### src/rtl/loader_pkg.sv
// Shared definitions for the program loader: frame FSM and UART receiver
// state encodings, the sync byte, and default timing constants for a
// 50 MHz clock at 115200 baud.
package loader_pkg;

    typedef enum logic [2:0] {
        IDLE,
        COUNT,
        HI,
        LO,
        CHECK,
        ERR
    } loader_state_t;

    typedef enum logic [1:0] {
        RX_IDLE,
        RX_START,
        RX_DATA,
        RX_STOP
    } rx_state_t;

    localparam logic [7:0] SYNC_BYTE          = 8'hA5;
    localparam int         CLKS_PER_BIT_DEF   = 434;
    localparam int         TIMEOUT_CYCLES_DEF = 5000000;

endpackage

### src/rtl/uart_rx.sv
// 8N1 UART receiver, LSB first.
// Ports:
//   CLOCK_50   in   system clock
//   RESET_N    in   synchronous active-low reset
//   rxd        in   serial line, idle high, asynchronous to CLOCK_50
//   byte_valid out  one-cycle strobe, byte_data holds the received byte
//   byte_data  out  received byte
//   frame_err  out  one-cycle strobe when the stop bit was sampled low
module uart_rx
    import loader_pkg::*;
#(
    parameter int CLKS_PER_BIT = CLKS_PER_BIT_DEF
) (
    input  logic       CLOCK_50,
    input  logic       RESET_N,
    input  logic       rxd,
    output logic       byte_valid,
    output logic [7:0] byte_data,
    output logic       frame_err
);

    localparam int              CNT_W = $clog2(CLKS_PER_BIT + 1);
    localparam logic [CNT_W-1:0] HALF  = CNT_W'(CLKS_PER_BIT / 2 - 1);
    localparam logic [CNT_W-1:0] FULL  = CNT_W'(CLKS_PER_BIT - 1);

    logic             meta_q, meta_d;
    logic             sync_q, sync_d;
    logic             prev_q, prev_d;
    rx_state_t        rx_state_q, rx_state_d;
    logic [CNT_W-1:0] cnt_q, cnt_d;
    logic [2:0]       bit_q, bit_d;
    logic [7:0]       shift_q, shift_d;
    logic             byte_valid_q, byte_valid_d;
    logic [7:0]       byte_data_q, byte_data_d;
    logic             frame_err_q, frame_err_d;

    always_comb begin
        meta_d       = rxd;
        sync_d       = meta_q;
        prev_d       = sync_q;
        rx_state_d   = rx_state_q;
        cnt_d        = cnt_q;
        bit_d        = bit_q;
        shift_d      = shift_q;
        byte_valid_d = 1'b0;
        byte_data_d  = byte_data_q;
        frame_err_d  = 1'b0;

        case (rx_state_q)
            RX_IDLE: begin
                // Falling edge on the synchronised line marks a start bit.
                if (prev_q && !sync_q) begin
                    rx_state_d = RX_START;
                    cnt_d      = '0;
                end
            end
            RX_START: begin
                if (cnt_q == HALF) begin
                    cnt_d = '0;
                    bit_d = '0;
                    // Line back high at mid-start-bit: treat as a glitch.
                    rx_state_d = sync_q ? RX_IDLE : RX_DATA;
                end else begin
                    cnt_d = cnt_q + 1'b1;
                end
            end
            RX_DATA: begin
                if (cnt_q == FULL) begin
                    cnt_d   = '0;
                    shift_d = {sync_q, shift_q[7:1]};
                    bit_d   = bit_q + 1'b1;
                    if (bit_q == 3'd7) begin
                        rx_state_d = RX_STOP;
                    end
                end else begin
                    cnt_d = cnt_q + 1'b1;
                end
            end
            RX_STOP: begin
                if (cnt_q == FULL) begin
                    cnt_d      = '0;
                    rx_state_d = RX_IDLE;
                    if (sync_q) begin
                        byte_valid_d = 1'b1;
                        byte_data_d  = shift_q;
                    end else begin
                        frame_err_d = 1'b1;
                    end
                end else begin
                    cnt_d = cnt_q + 1'b1;
                end
            end
            default: rx_state_d = RX_IDLE;
        endcase
    end

    always_ff @(posedge CLOCK_50) begin
        if (!RESET_N) begin
            meta_q       <= 1'b1;
            sync_q       <= 1'b1;
            prev_q       <= 1'b1;
            rx_state_q   <= RX_IDLE;
            cnt_q        <= '0;
            bit_q        <= '0;
            shift_q      <= '0;
            byte_valid_q <= 1'b0;
            byte_data_q  <= '0;
            frame_err_q  <= 1'b0;
        end else begin
            meta_q       <= meta_d;
            sync_q       <= sync_d;
            prev_q       <= prev_d;
            rx_state_q   <= rx_state_d;
            cnt_q        <= cnt_d;
            bit_q        <= bit_d;
            shift_q      <= shift_d;
            byte_valid_q <= byte_valid_d;
            byte_data_q  <= byte_data_d;
            frame_err_q  <= frame_err_d;
        end
    end

    assign byte_valid = byte_valid_q;
    assign byte_data  = byte_data_q;
    assign frame_err  = frame_err_q;

endmodule

### src/rtl/program_loader.sv
// Loads a program image received over UART into the instruction memory.
// Frame: A5, N, N x {hi, lo}, CK where CK = XOR of N and all data bytes.
// Ports:
//   CLOCK_50   in   system clock
//   RESET_N    in   synchronous active-low reset
//   UART_RXD   in   serial input (8N1, idle high)
//   mem_we     out  one-cycle instruction memory write strobe
//   mem_addr   out  write address
//   mem_wdata  out  write data
//   cpu_hold   out  core must not run while high
//   load_done  out  sticky: last frame loaded successfully
//   load_err   out  sticky: last frame failed
module program_loader
    import loader_pkg::*;
#(
    parameter int CLKS_PER_BIT   = CLKS_PER_BIT_DEF,
    parameter int ADDR_W         = 4,
    parameter int TIMEOUT_CYCLES = TIMEOUT_CYCLES_DEF
) (
    input  logic              CLOCK_50,
    input  logic              RESET_N,
    input  logic              UART_RXD,
    output logic              mem_we,
    output logic [ADDR_W-1:0] mem_addr,
    output logic [15:0]       mem_wdata,
    output logic              cpu_hold,
    output logic              load_done,
    output logic              load_err
);

    localparam int DEPTH = 2 ** ADDR_W;
    localparam int TMO_W = $clog2(TIMEOUT_CYCLES + 1);

    logic       byte_valid;
    logic [7:0] byte_data;
    logic       frame_err;

    uart_rx #(
        .CLKS_PER_BIT(CLKS_PER_BIT)
    ) u_uart_rx (
        .CLOCK_50  (CLOCK_50),
        .RESET_N   (RESET_N),
        .rxd       (UART_RXD),
        .byte_valid(byte_valid),
        .byte_data (byte_data),
        .frame_err (frame_err)
    );

    loader_state_t     state_q, state_d;
    logic [ADDR_W:0]   count_q, count_d;
    logic [ADDR_W-1:0] idx_q, idx_d;
    logic [7:0]        hi_q, hi_d;
    logic [7:0]        csum_q, csum_d;
    logic [TMO_W-1:0]  tmo_q, tmo_d;
    logic              mem_we_q, mem_we_d;
    logic [ADDR_W-1:0] mem_addr_q, mem_addr_d;
    logic [15:0]       mem_wdata_q, mem_wdata_d;
    logic              cpu_hold_q, cpu_hold_d;
    logic              load_done_q, load_done_d;
    logic              load_err_q, load_err_d;

    logic timed_out;
    logic in_frame;

    assign timed_out = (tmo_q == TMO_W'(TIMEOUT_CYCLES));
    assign in_frame  = (state_q == COUNT) || (state_q == HI) ||
                       (state_q == LO) || (state_q == CHECK);

    always_comb begin
        state_d     = state_q;
        count_d     = count_q;
        idx_d       = idx_q;
        hi_d        = hi_q;
        csum_d      = csum_q;
        mem_we_d    = 1'b0;
        mem_addr_d  = mem_addr_q;
        mem_wdata_d = mem_wdata_q;
        cpu_hold_d  = cpu_hold_q;
        load_done_d = load_done_q;
        load_err_d  = load_err_q;

        // Inter-byte timer only runs while a frame is open.
        if (!in_frame || byte_valid) begin
            tmo_d = '0;
        end else if (!timed_out) begin
            tmo_d = tmo_q + 1'b1;
        end else begin
            tmo_d = tmo_q;
        end

        case (state_q)
            IDLE: begin
                if (byte_valid && byte_data == SYNC_BYTE) begin
                    cpu_hold_d  = 1'b1;
                    load_done_d = 1'b0;
                    load_err_d  = 1'b0;
                    state_d     = COUNT;
                end
            end
            COUNT: begin
                if (byte_valid) begin
                    if (byte_data == 8'd0 || int'(byte_data) > DEPTH) begin
                        state_d = ERR;
                    end else begin
                        count_d = byte_data[ADDR_W:0];
                        idx_d   = '0;
                        csum_d  = byte_data;
                        state_d = HI;
                    end
                end
            end
            HI: begin
                if (byte_valid) begin
                    hi_d    = byte_data;
                    csum_d  = csum_q ^ byte_data;
                    state_d = LO;
                end
            end
            LO: begin
                if (byte_valid) begin
                    mem_we_d    = 1'b1;
                    mem_addr_d  = idx_q;
                    mem_wdata_d = {hi_q, byte_data};
                    csum_d      = csum_q ^ byte_data;
                    if ({1'b0, idx_q} == count_q - 1'b1) begin
                        state_d = CHECK;
                    end else begin
                        idx_d   = idx_q + 1'b1;
                        state_d = HI;
                    end
                end
            end
            CHECK: begin
                if (byte_valid) begin
                    if (byte_data == csum_q) begin
                        load_done_d = 1'b1;
                        cpu_hold_d  = 1'b0;
                        state_d     = IDLE;
                    end else begin
                        state_d = ERR;
                    end
                end
            end
            ERR: begin
                // cpu_hold is left high so a partial image never runs.
                load_err_d = 1'b1;
                state_d    = IDLE;
            end
            default: state_d = IDLE;
        endcase

        // Line errors and silence abort any open frame.
        if (in_frame && (frame_err || timed_out)) begin
            state_d  = ERR;
            mem_we_d = 1'b0;
        end
    end

    always_ff @(posedge CLOCK_50) begin
        if (!RESET_N) begin
            state_q     <= IDLE;
            count_q     <= '0;
            idx_q       <= '0;
            hi_q        <= '0;
            csum_q      <= '0;
            tmo_q       <= '0;
            mem_we_q    <= 1'b0;
            mem_addr_q  <= '0;
            mem_wdata_q <= '0;
            cpu_hold_q  <= 1'b0;
            load_done_q <= 1'b0;
            load_err_q  <= 1'b0;
        end else begin
            state_q     <= state_d;
            count_q     <= count_d;
            idx_q       <= idx_d;
            hi_q        <= hi_d;
            csum_q      <= csum_d;
            tmo_q       <= tmo_d;
            mem_we_q    <= mem_we_d;
            mem_addr_q  <= mem_addr_d;
            mem_wdata_q <= mem_wdata_d;
            cpu_hold_q  <= cpu_hold_d;
            load_done_q <= load_done_d;
            load_err_q  <= load_err_d;
        end
    end

    assign mem_we    = mem_we_q;
    assign mem_addr  = mem_addr_q;
    assign mem_wdata = mem_wdata_q;
    assign cpu_hold  = cpu_hold_q;
    assign load_done = load_done_q;
    assign load_err  = load_err_q;

endmodule

### config.mk
export PLATFORM = sky130hd
export DESIGN_NAME = program_loader
export DESIGN_NICKNAME = d
export VERILOG_FILES = /design/src/rtl/loader_pkg.sv /design/src/rtl/uart_rx.sv /design/src/rtl/program_loader.sv
export SDC_FILE = /design/constraint.sdc
export NUM_CORES = 1
export LEC_CHECK = 0
export ABC_AREA = 1
export CAP_MARGIN = 40
export CORE_UTILIZATION = 40
export DETAILED_ROUTE_END_ITERATION = 8
export HOLD_SLACK_MARGIN = 0.1
export SYNTH_ARGS = -nofsm -noshare
export SYNTH_HDL_FRONTEND = slang
export SYNTH_SLANG_ARGS = --single-unit
export TNS_END_PERCENT = 20
### constraint.sdc
create_clock -name CLOCK_50 -period 1.7 [get_ports CLOCK_50]
set_input_delay 0.17 -clock CLOCK_50 [delete_from_list [all_inputs] [get_ports CLOCK_50]]
set_output_delay 0.17 -clock CLOCK_50 [all_outputs]
set_load 0.05 [all_outputs]
==> flow_summary.yaml, run 1 <==
min_path:
  hold_path_class: "in -> reg"
detailed_routing:
  drtAntennaViolNets: 0
  routed_wl_um: 11800
  drt_first_pass_iters: 5
  drt_iter0_markers: 298
  drc: 0
  wire_per_inst_um: 12.4
  dr_total_vias: 4759
  viasPerCell: 5.00
yosys:
  syn-instance-count: 743
  yosysTopAreaCell: "dfxtp_1"
  syn_area_um2: 5280
  syn-num-nets: 755
  synth_seq_cells: 110
  synth_cell_types: 41
  async_flop_share_pct: 0
  ys_seq_area_share_pct: 41.7
  synthTopCellsByArea: "dfxtp_1 42%, nand2_1 13%, a21oi_1 9.2%"
  netlist.area_leader.share_pct: 41.7
  avgSynthCellArea_um2: 7.10
  synthFlopType: "dfxtp_1"
  yosysWarnings: 0
  synth_edf_count: 0
clock_tree:
  cts_tree: "done"
  cts_buffers: 9
  cts_root_buffer: "clkbuf_16"
  clk_pin_slew_ps: 80
  clock_latency_ps: 350
  clock-sinks: 110
  hold_buffers: 0
  h-tree-depth: 3
  clock_path_buffers: 2
job:
  max-cap-violations: 0
status:
  status: "finished clean"
pwr:
  power_mw: 4.78
  powerDensity_nw_per_um2: 772
  vdd_drop_max_uv: 424
  p_leak_nw: 2.63
critical_path:
  slowest_delay_ps: 810
  cp_num_buf_inv: 1
  crit_path_end_kind: "primary output"
  cp-start-kind: "flip-flop"
  cpMaxStageDelayCell: "clkdlybuf4s50_1"
  crit_required_ps: 1530
  path_cells: "clkdlybuf4s50_1"
  cp_max_fo: 2
  path_class: "reg -> out"
  cp_top_family: "buffers and inverters"
  cp.arrival_ps: 1490
place:
  gp_congestion: 0.846
  port-buffer-count: 26
  dp_slack_ps: -67.1
  place_area_um2: 5750
  dp_hpwl_um: 8570
sta:
  timing.final.crit_period_ps: 1660
  fin_crit_sh_pct: 97.8
  final.setup.tns_ps: 0
  finClkSkew_ps: 9.26
  slew_headroom_pct: 64.6
  clock.fmax_mhz: 602
  slew_violations: 0
  final-setup-viol-count: 0
  hold_violations: 0
  worst_pin_slew_ps: 530
  layout_setup_ws_ps: 38.0
  timing.hold.ws_ps: 388
final_layout:
  design_area_um2: 6190
  nets: 787
  diodes: 0
  drive_gt1_share_pct: 11.2
  area_growth_pct: 17.3
  layout.cells.most_common_list: "177 x nand2_1, 105 x dfxtp_1, 97 x a21oi_1"
  layout_commonest_cell: "nand2_1"
floorplan:
  top_level_ports: 27
  die_area_um2: 13700
  die_w_um: 117
  design.core.area_um2: 12700
  die_h_um: 117
  initial_core_util_pct: 41.5
  rows: 41
global_route:
  antenna_found_initial: 0
  grt_pass1_wl_um: 19300
  grt_start_max_net_pins: 41
  grt_pass1_vias: 4193
  grt-ovfl-total: 0
  track_usage_pct: 17.9
[Yosys cell counts, types with 9 or more instances]
cell / n
nand4_1: 12
xnor2_1: 11
ha_1: 9
clkbuf_1: 10
dfxtp_1: 110
nand3_1: 49
a21oi_1: 97
o21ai_0: 35
inv_1: 76
nor2_1: 68
nand2_1: 178
nor3_1: 14
[final timing paths]
kind,start,end,slack (ps),cells past startpoint
setup / recovery,mem_wdata[11],mem_wdata[11],40,1
hold / removal,UART_RXD,u_uart_rx.meta_q,390,2
setup reg to reg,u_uart_rx.byte_data[5],csum_q[7],110,7
hold reg to reg,u_uart_rx.meta_q,u_uart_rx.prev_d,410,1
[cell families after synthesis]
| group | after synthesis | synth area share [%] |
|---|---|---|
| AO/OA/AOI/OAI | 147 | 14.6 |
| XOR/XNOR | 18 | 2.99 |
| adder cells (fa/ha/maj) | 9 | 2.13 |
| buffers and inverters | 111 | 9.25 |
| flip-flops | 110 | 41.7 |
| AND/OR/NAND/NOR | 348 | 29.3 |
[report_power, final]
part	total, mW	switching, mW	internal [mW]
clock network	2.09	1.02	1.07
logic	0.102	0.0695	0.0330
registers	2.59	0.00581	2.58
total	4.78	1.09	3.68
[per-stage QoR]
stage / std cells / utilization [%]
finish: 952 / 48.6
global route: 952 / 48.6
CTS: 951 / 47.5
detailed placement: 935 / 45.2
global placement: 935 / 45.2
floorplan: 743 / -
[flip-flops by register name, indices dropped and copies added (netlist names), 3 cells and up, named ones only]
signal,flops
count_q,5
csum_q,8
hi_q,8
idx_q,4
mem_addr,4
mem_wdata,16
state_q,3
tmo_q,23
u_uart_rx.bit_q,3
u_uart_rx.byte_data,8
u_uart_rx.cnt_q,9
u_uart_rx.shift_q,8
[layout make-up]
type	count	area [µm²]
timing repair buffer	49	499
inverter	83	317
clock inverter	5	46.3
clock buffer	11	243
tap	172	215
fill	1330	6530
sequential	110	2210
multi-input combinational	522	2660
[timing repair]
| item | in CTS | in global routing |
|---|---|---|
| pin swaps | 0 | 5 |
| endpoints found under the setup margin | 6 | 56 |
| endpoints found under the hold margin | 0 | 0 |
| resized for setup | 3 | 42 |
| buffers inserted | 0 | 1 |
[per-layer routing]
metal	vias to the layer above	GRT usage, %	part of all wire, %
met4	0	7.51	1.7
met2	61	28.0	46
met3	13	2.63	2.2
met5	-	0	0
met1	2219	24.8	51
li1	2466	-	-
Note: power is estimated with default switching activity, not from simulation.
==> run 2: changes to the inputs <==
- GPL_TIMING_DRIVEN: unset -> 0
==> run 2 against run 1 <==
  * Combinational power barely moved
  * Die area did not move
  * Global-route usage increased by 1.5 points
  * Worst hold slack worse by 16 ps
  * Clock skew shrank 1.7 ps
  * Non-clock buffer count grew 11
  * First-iteration DRC count is 49% lower
  * Clock-buffer cell count shrank 1
  * Sequential power is essentially flat
  * Routed wire length up 8.4%
  * Setup slack better by 0.83 ps
==> flow_summary.yaml, run 2 (same netlist as run 1, synthesis figures left out) <==
pwr:
  p_leak_nw: 2.63
  p_seq_share_pct: 52.9
  p_sw_share_pct: 22.7
  powerDensity_nw_per_um2: 779
  combPwrFrac_pct: 2.1
  power_mw: 4.89
  vdd_drop_max_uv: 728
  power.switching_mw: 1.11
  internal-power_mw: 3.78
  clockPowerShare_pct: 45.0
final_layout:
  drive_gt1_share_pct: 12.0
  diodes: 0
  layout.cells.most_common_list: "176 x nand2_1, 103 x dfxtp_1, 96 x a21oi_1"
  multiInputGateArea_um2: 2710
  fillCellCount: 1297
  regMostFlops: "tmo_q"
  final_core_util_pct: 49.4
  nets: 798
  largest_reg_flops: 23
  ff_latch_area_um2: 2210
  layout_commonest_cell: "nand2_1"
  stdcell_count: 963
  area_growth_pct: 19.0
critical_path:
  path_cells: "clkdlybuf4s50_1"
  cp_num_buf_inv: 1
  path_class: "reg -> out"
  cp_top_family: "buffers and inverters"
  cp.arrival_ps: 1490
  slowest_delay_ps: 800
  crit_path_end_kind: "primary output"
  cp_max_fo: 2
  cp-start-kind: "flip-flop"
  cpMaxStageDelayCell: "clkdlybuf4s50_1"
  crit_required_ps: 1530
clock_tree:
  cts_root_buffer: "clkbuf_16"
  clk_pin_slew_ps: 70
  h-tree-depth: 3
  clock_path_buffers: 2
  cts_tree: "done"
  clock-sinks: 110
  clock_latency_ps: 360
  cts_buffers: 9
detailed_routing:
  viasPerCell: 5.03
  routed_wl_um: 12800
  dr_total_vias: 4848
  drtAntennaViolNets: 0
  wire_per_inst_um: 13.3
  drc: 0
  drt_iter0_markers: 153
  drt_first_pass_iters: 5
floorplan:
  die_h_um: 117
  die_w_um: 117
  design.core.area_um2: 12700
  rows: 41
  initial_core_util_pct: 41.5
  top_level_ports: 27
  die_area_um2: 13700
place:
  dp_cells: 941
  dp_hpwl_um: 9290
  dp_slack_ps: -200
  gp_congestion: 0.868
  port-buffer-count: 26
sta:
  hold_violations: 0
  grt_setup_unrepaired: "true"
  slew_violations: 0
  timing.final.crit_period_ps: 1660
  fin_crit_sh_pct: 97.7
  layout_setup_ws_ps: 38.8
  timing.hold.ws_ps: 372
  slew_headroom_pct: 53.3
  final-setup-viol-count: 0
  clock.fmax_mhz: 602
  worst_pin_slew_ps: 701
  finClkSkew_ps: 7.60
status:
  status: "finished clean"
global_route:
  track_usage_pct: 19.5
  grt_start_max_net_pins: 20
  grt-ovfl-total: 0
  grt_pass1_wl_um: 20600
  antenna_found_initial: 0
  grt_pass1_vias: 4313
min_path:
  hold_path_class: "in -> reg"
job:
  max-cap-violations: 0
-- run 2: routing by layer --
metal / track usage (%) / vias to the layer above / part of all wire, %
met5: 0 / - / 0
li1: - / 2498 / -
met3: 3.35 / 22 / 3.2
met1: 27.4 / 2237 / 50
met2: 28.9 / 91 / 44
met4: 9.28 / 0 / 2.2
-- run 2: per-stage QoR --
stage	TNS (ps)	cell area, µm²
floorplan	0	5280
global placement	-650	5750
detailed placement	-1640	5750
CTS	-5.78	6090
global route	-115	6280
finish	0	6280
-- run 2: layout make-up --
| type | count | area share, % |
|---|---|---|
| clock inverter | 6 | 1.24 |
| timing repair buffer | 32 | 5.42 |
| multi-input combinational | 522 | 43.1 |
| sequential | 110 | 35.3 |
| buffer | 28 | 2.93 |
| tap | 172 | 3.43 |
| inverter | 83 | 5.00 |
| clock buffer | 10 | 3.65 |
-- run 2: worst paths after layout --
path | startpoint | end | slack [ps] | cells past startpoint
worst max-delay path | mem_wdata[12] | mem_wdata[12] | 40 | 1
worst min-delay path | UART_RXD | u_uart_rx.meta_q | 370 | 2
worst max register to register | u_uart_rx.cnt_q[0] | u_uart_rx.byte_data[4] | 100 | 9
worst min register to register | u_uart_rx.meta_q | u_uart_rx.prev_d | 420 | 1
-- run 2: what timing repair did --
action / in CTS / in global routing
hold buffers: 0 / 0
resized for setup: 14 / 51
endpoints found under the setup margin: 18 / 65
buffers inserted: 0 / 6
pin swaps: 1 / 6
-- run 2: power by group through the flow --
stage	sequential [mW]	clock [mW]	combinational [mW]
6_report	2.59	2.20	0.105
4_1_cts	2.59	2.26	0.101
5_1_grt	2.59	2.34	0.116
2_1_floorplan	2.65	0	0.0621
3_3_place_gp	2.65	0	0.0965
3_5_place_dp	2.65	0	0.0983
==> run 3: changes to the inputs <==
- DONT_BUFFER_PORTS: unset -> 1
==> run 3 against run 2 <==
  * Setup slack improved by 33 ps
  * Global-route usage down 0.73 points
  * Worst hold slack lost 230 ps
  * Utilization is 2.4 points lower
  * Critical path type is now reg -> reg
  * Critical endpoint is now idx_q[1]
  * Power is 0.37% higher
  * Non-clock buffer count down 26
==> flow_summary.yaml, run 3 (same netlist as run 1, synthesis figures left out) <==
final_layout:
  final_core_util_pct: 47.0
  nets: 773
  largest_reg_flops: 23
  design_area_um2: 5980
  layout_commonest_cell: "nand2_1"
  fillCellCount: 1335
  diodes: 0
  area_growth_pct: 13.3
  drive_gt1_share_pct: 12.4
  layout.cells.most_common_list: "176 x nand2_1, 104 x dfxtp_1, 97 x a21oi_1"
  regMostFlops: "tmo_q"
sta:
  fin_crit_sh_pct: 95.8
  timing.final.crit_period_ps: 1630
  slew_violations: 0
  clock.fmax_mhz: 614
  layout_setup_ws_ps: 71.6
  final.setup.tns_ps: 0
  slew_headroom_pct: 56.9
  worst_pin_slew_ps: 647
  hold_violations: 0
  grt_setup_unrepaired: "true"
  final-setup-viol-count: 0
  finClkSkew_ps: 14.5
clock_tree:
  cts_buffers: 9
  clock_path_buffers: 2
  clk_pin_slew_ps: 80
  h-tree-depth: 3
  clock-sinks: 110
  clock_latency_ps: 360
  cts_root_buffer: "clkbuf_16"
  cts_tree: "done"
critical_path:
  cpMaxStageDelayCell: "dfxtp_2"
  cp-start-kind: "flip-flop"
  slowest_delay_ps: 360
  crit_path_end_kind: "flip-flop"
  path_class: "reg -> reg"
  cp.arrival_ps: 1880
  path_cells: "inv_1 > ha_2 > xor2_1 > nand2_1 > nor2_4 > nand3_4 > nand2_4 > nand2_1 > nand2_1 > nor2_1"
  cp_num_buf_inv: 1
  cp_top_family: "simple AND/OR/NAND/NOR gates"
  crit_path_frequent_cell: "nand2_1"
  cp_max_fo: 6
  crit_required_ps: 1950
job:
  max-cap-violations: 0
global_route:
  grt_pass1_vias: 4187
  grt-ovfl-total: 0
  track_usage_pct: 18.7
  grt_pass1_wl_um: 20000
  antenna_found_initial: 0
  grt_start_max_net_pins: 21
place:
  dp_hpwl_um: 8970
  place_area_um2: 5490
  gp_congestion: 0.882
  dp_slack_ps: -109
  port-buffer-count: 0
floorplan:
  die_h_um: 117
  die_area_um2: 13700
  top_level_ports: 27
  initial_core_util_pct: 41.5
  design.core.area_um2: 12700
  die_w_um: 117
  rows: 41
min_path:
  hold_path_class: "in -> reg"
detailed_routing:
  viasPerCell: 5.07
  drt_iter0_markers: 274
  drc: 0
  wire_per_inst_um: 13.1
  dr_total_vias: 4756
  routed_wl_um: 12300
  drtAntennaViolNets: 0
  drt_first_pass_iters: 5
pwr:
  powerDensity_nw_per_um2: 821
  vdd_drop_max_uv: 440
  p_leak_nw: 2.22
status:
  status: "finished clean"
==> run 3: report_power, final <==
group | internal, mW | switching, mW | total (mW) | leakage, nW
Clock | 1.18 | 1.04 | 2.22 | 0.148
Sequential | 2.58 | 0.00780 | 2.59 | 0.890
Combinational | 0.0255 | 0.0748 | 0.100 | 1.18
Total | 3.78 | 1.12 | 4.91 | 2.22
==> run 3: cell type report <==
cell class | instances | area [µm²] | share of cell area (%)
buffer | 28 | 183 | 3.06
inverter | 83 | 317 | 5.29
timing repair buffer | 6 | 45.0 | 0.753
clock inverter | 7 | 87.6 | 1.46
clock buffer | 9 | 225 | 3.77
sequential | 110 | 2210 | 37.0
tap | 172 | 215 | 3.60
multi-input combinational | 523 | 2700 | 45.1
==> run 3: per-stage QoR <==
| stage | hold slack, ps | total power, mW | cells |
|---|---|---|---|
| after floorplan | 277 | 2.71 | 743 |
| after global placement | 279 | 2.74 | 915 |
| after detailed placement | 280 | 2.74 | 915 |
| after CTS | 146 | 4.96 | 932 |
| after global routing | 181 | 5.10 | 938 |
| final | 146 | 4.91 | 938 |
==> run 3: path summary, 6_finish.rpt <==
check                  endpoint        startpoint  slack [ps]  cells past startpoint
max                    idx_q[1]        count_q[0]          70                     10
min          u_uart_rx.cnt_q[0]           RESET_N         150                      4
max reg2reg            idx_q[1]        count_q[0]          70                     10
min reg2reg    u_uart_rx.prev_d  u_uart_rx.meta_q         420                      1
==> run 3: repair_timing <==
item                                    in CTS  in global routing
endpoints found under the setup margin      14                 52
resized for setup                           10                 29
pin swaps                                    1                  4
endpoints found under the hold margin        1                  0
gates cloned                                 0                  2
setup buffers                                0                  4
hold buffers                                 1                  0
==> run 3: routing by layer <==
metal / wire (µm) / up-vias / GRT usage (%)
li1: - / 2442 / -
met1: 6220 / 2241 / 26.5
met2: 5510 / 68 / 28.8
met3: 527 / 5 / 4.58
met4: 67 / 0 / 4.47
met5: 0 / - / 0
==> run 3: tightest hold or removal path: cells and delay by family <==
family / cells / cell delay [ps]
compound gates: 2 / 120
buf+inv: 2 / 170
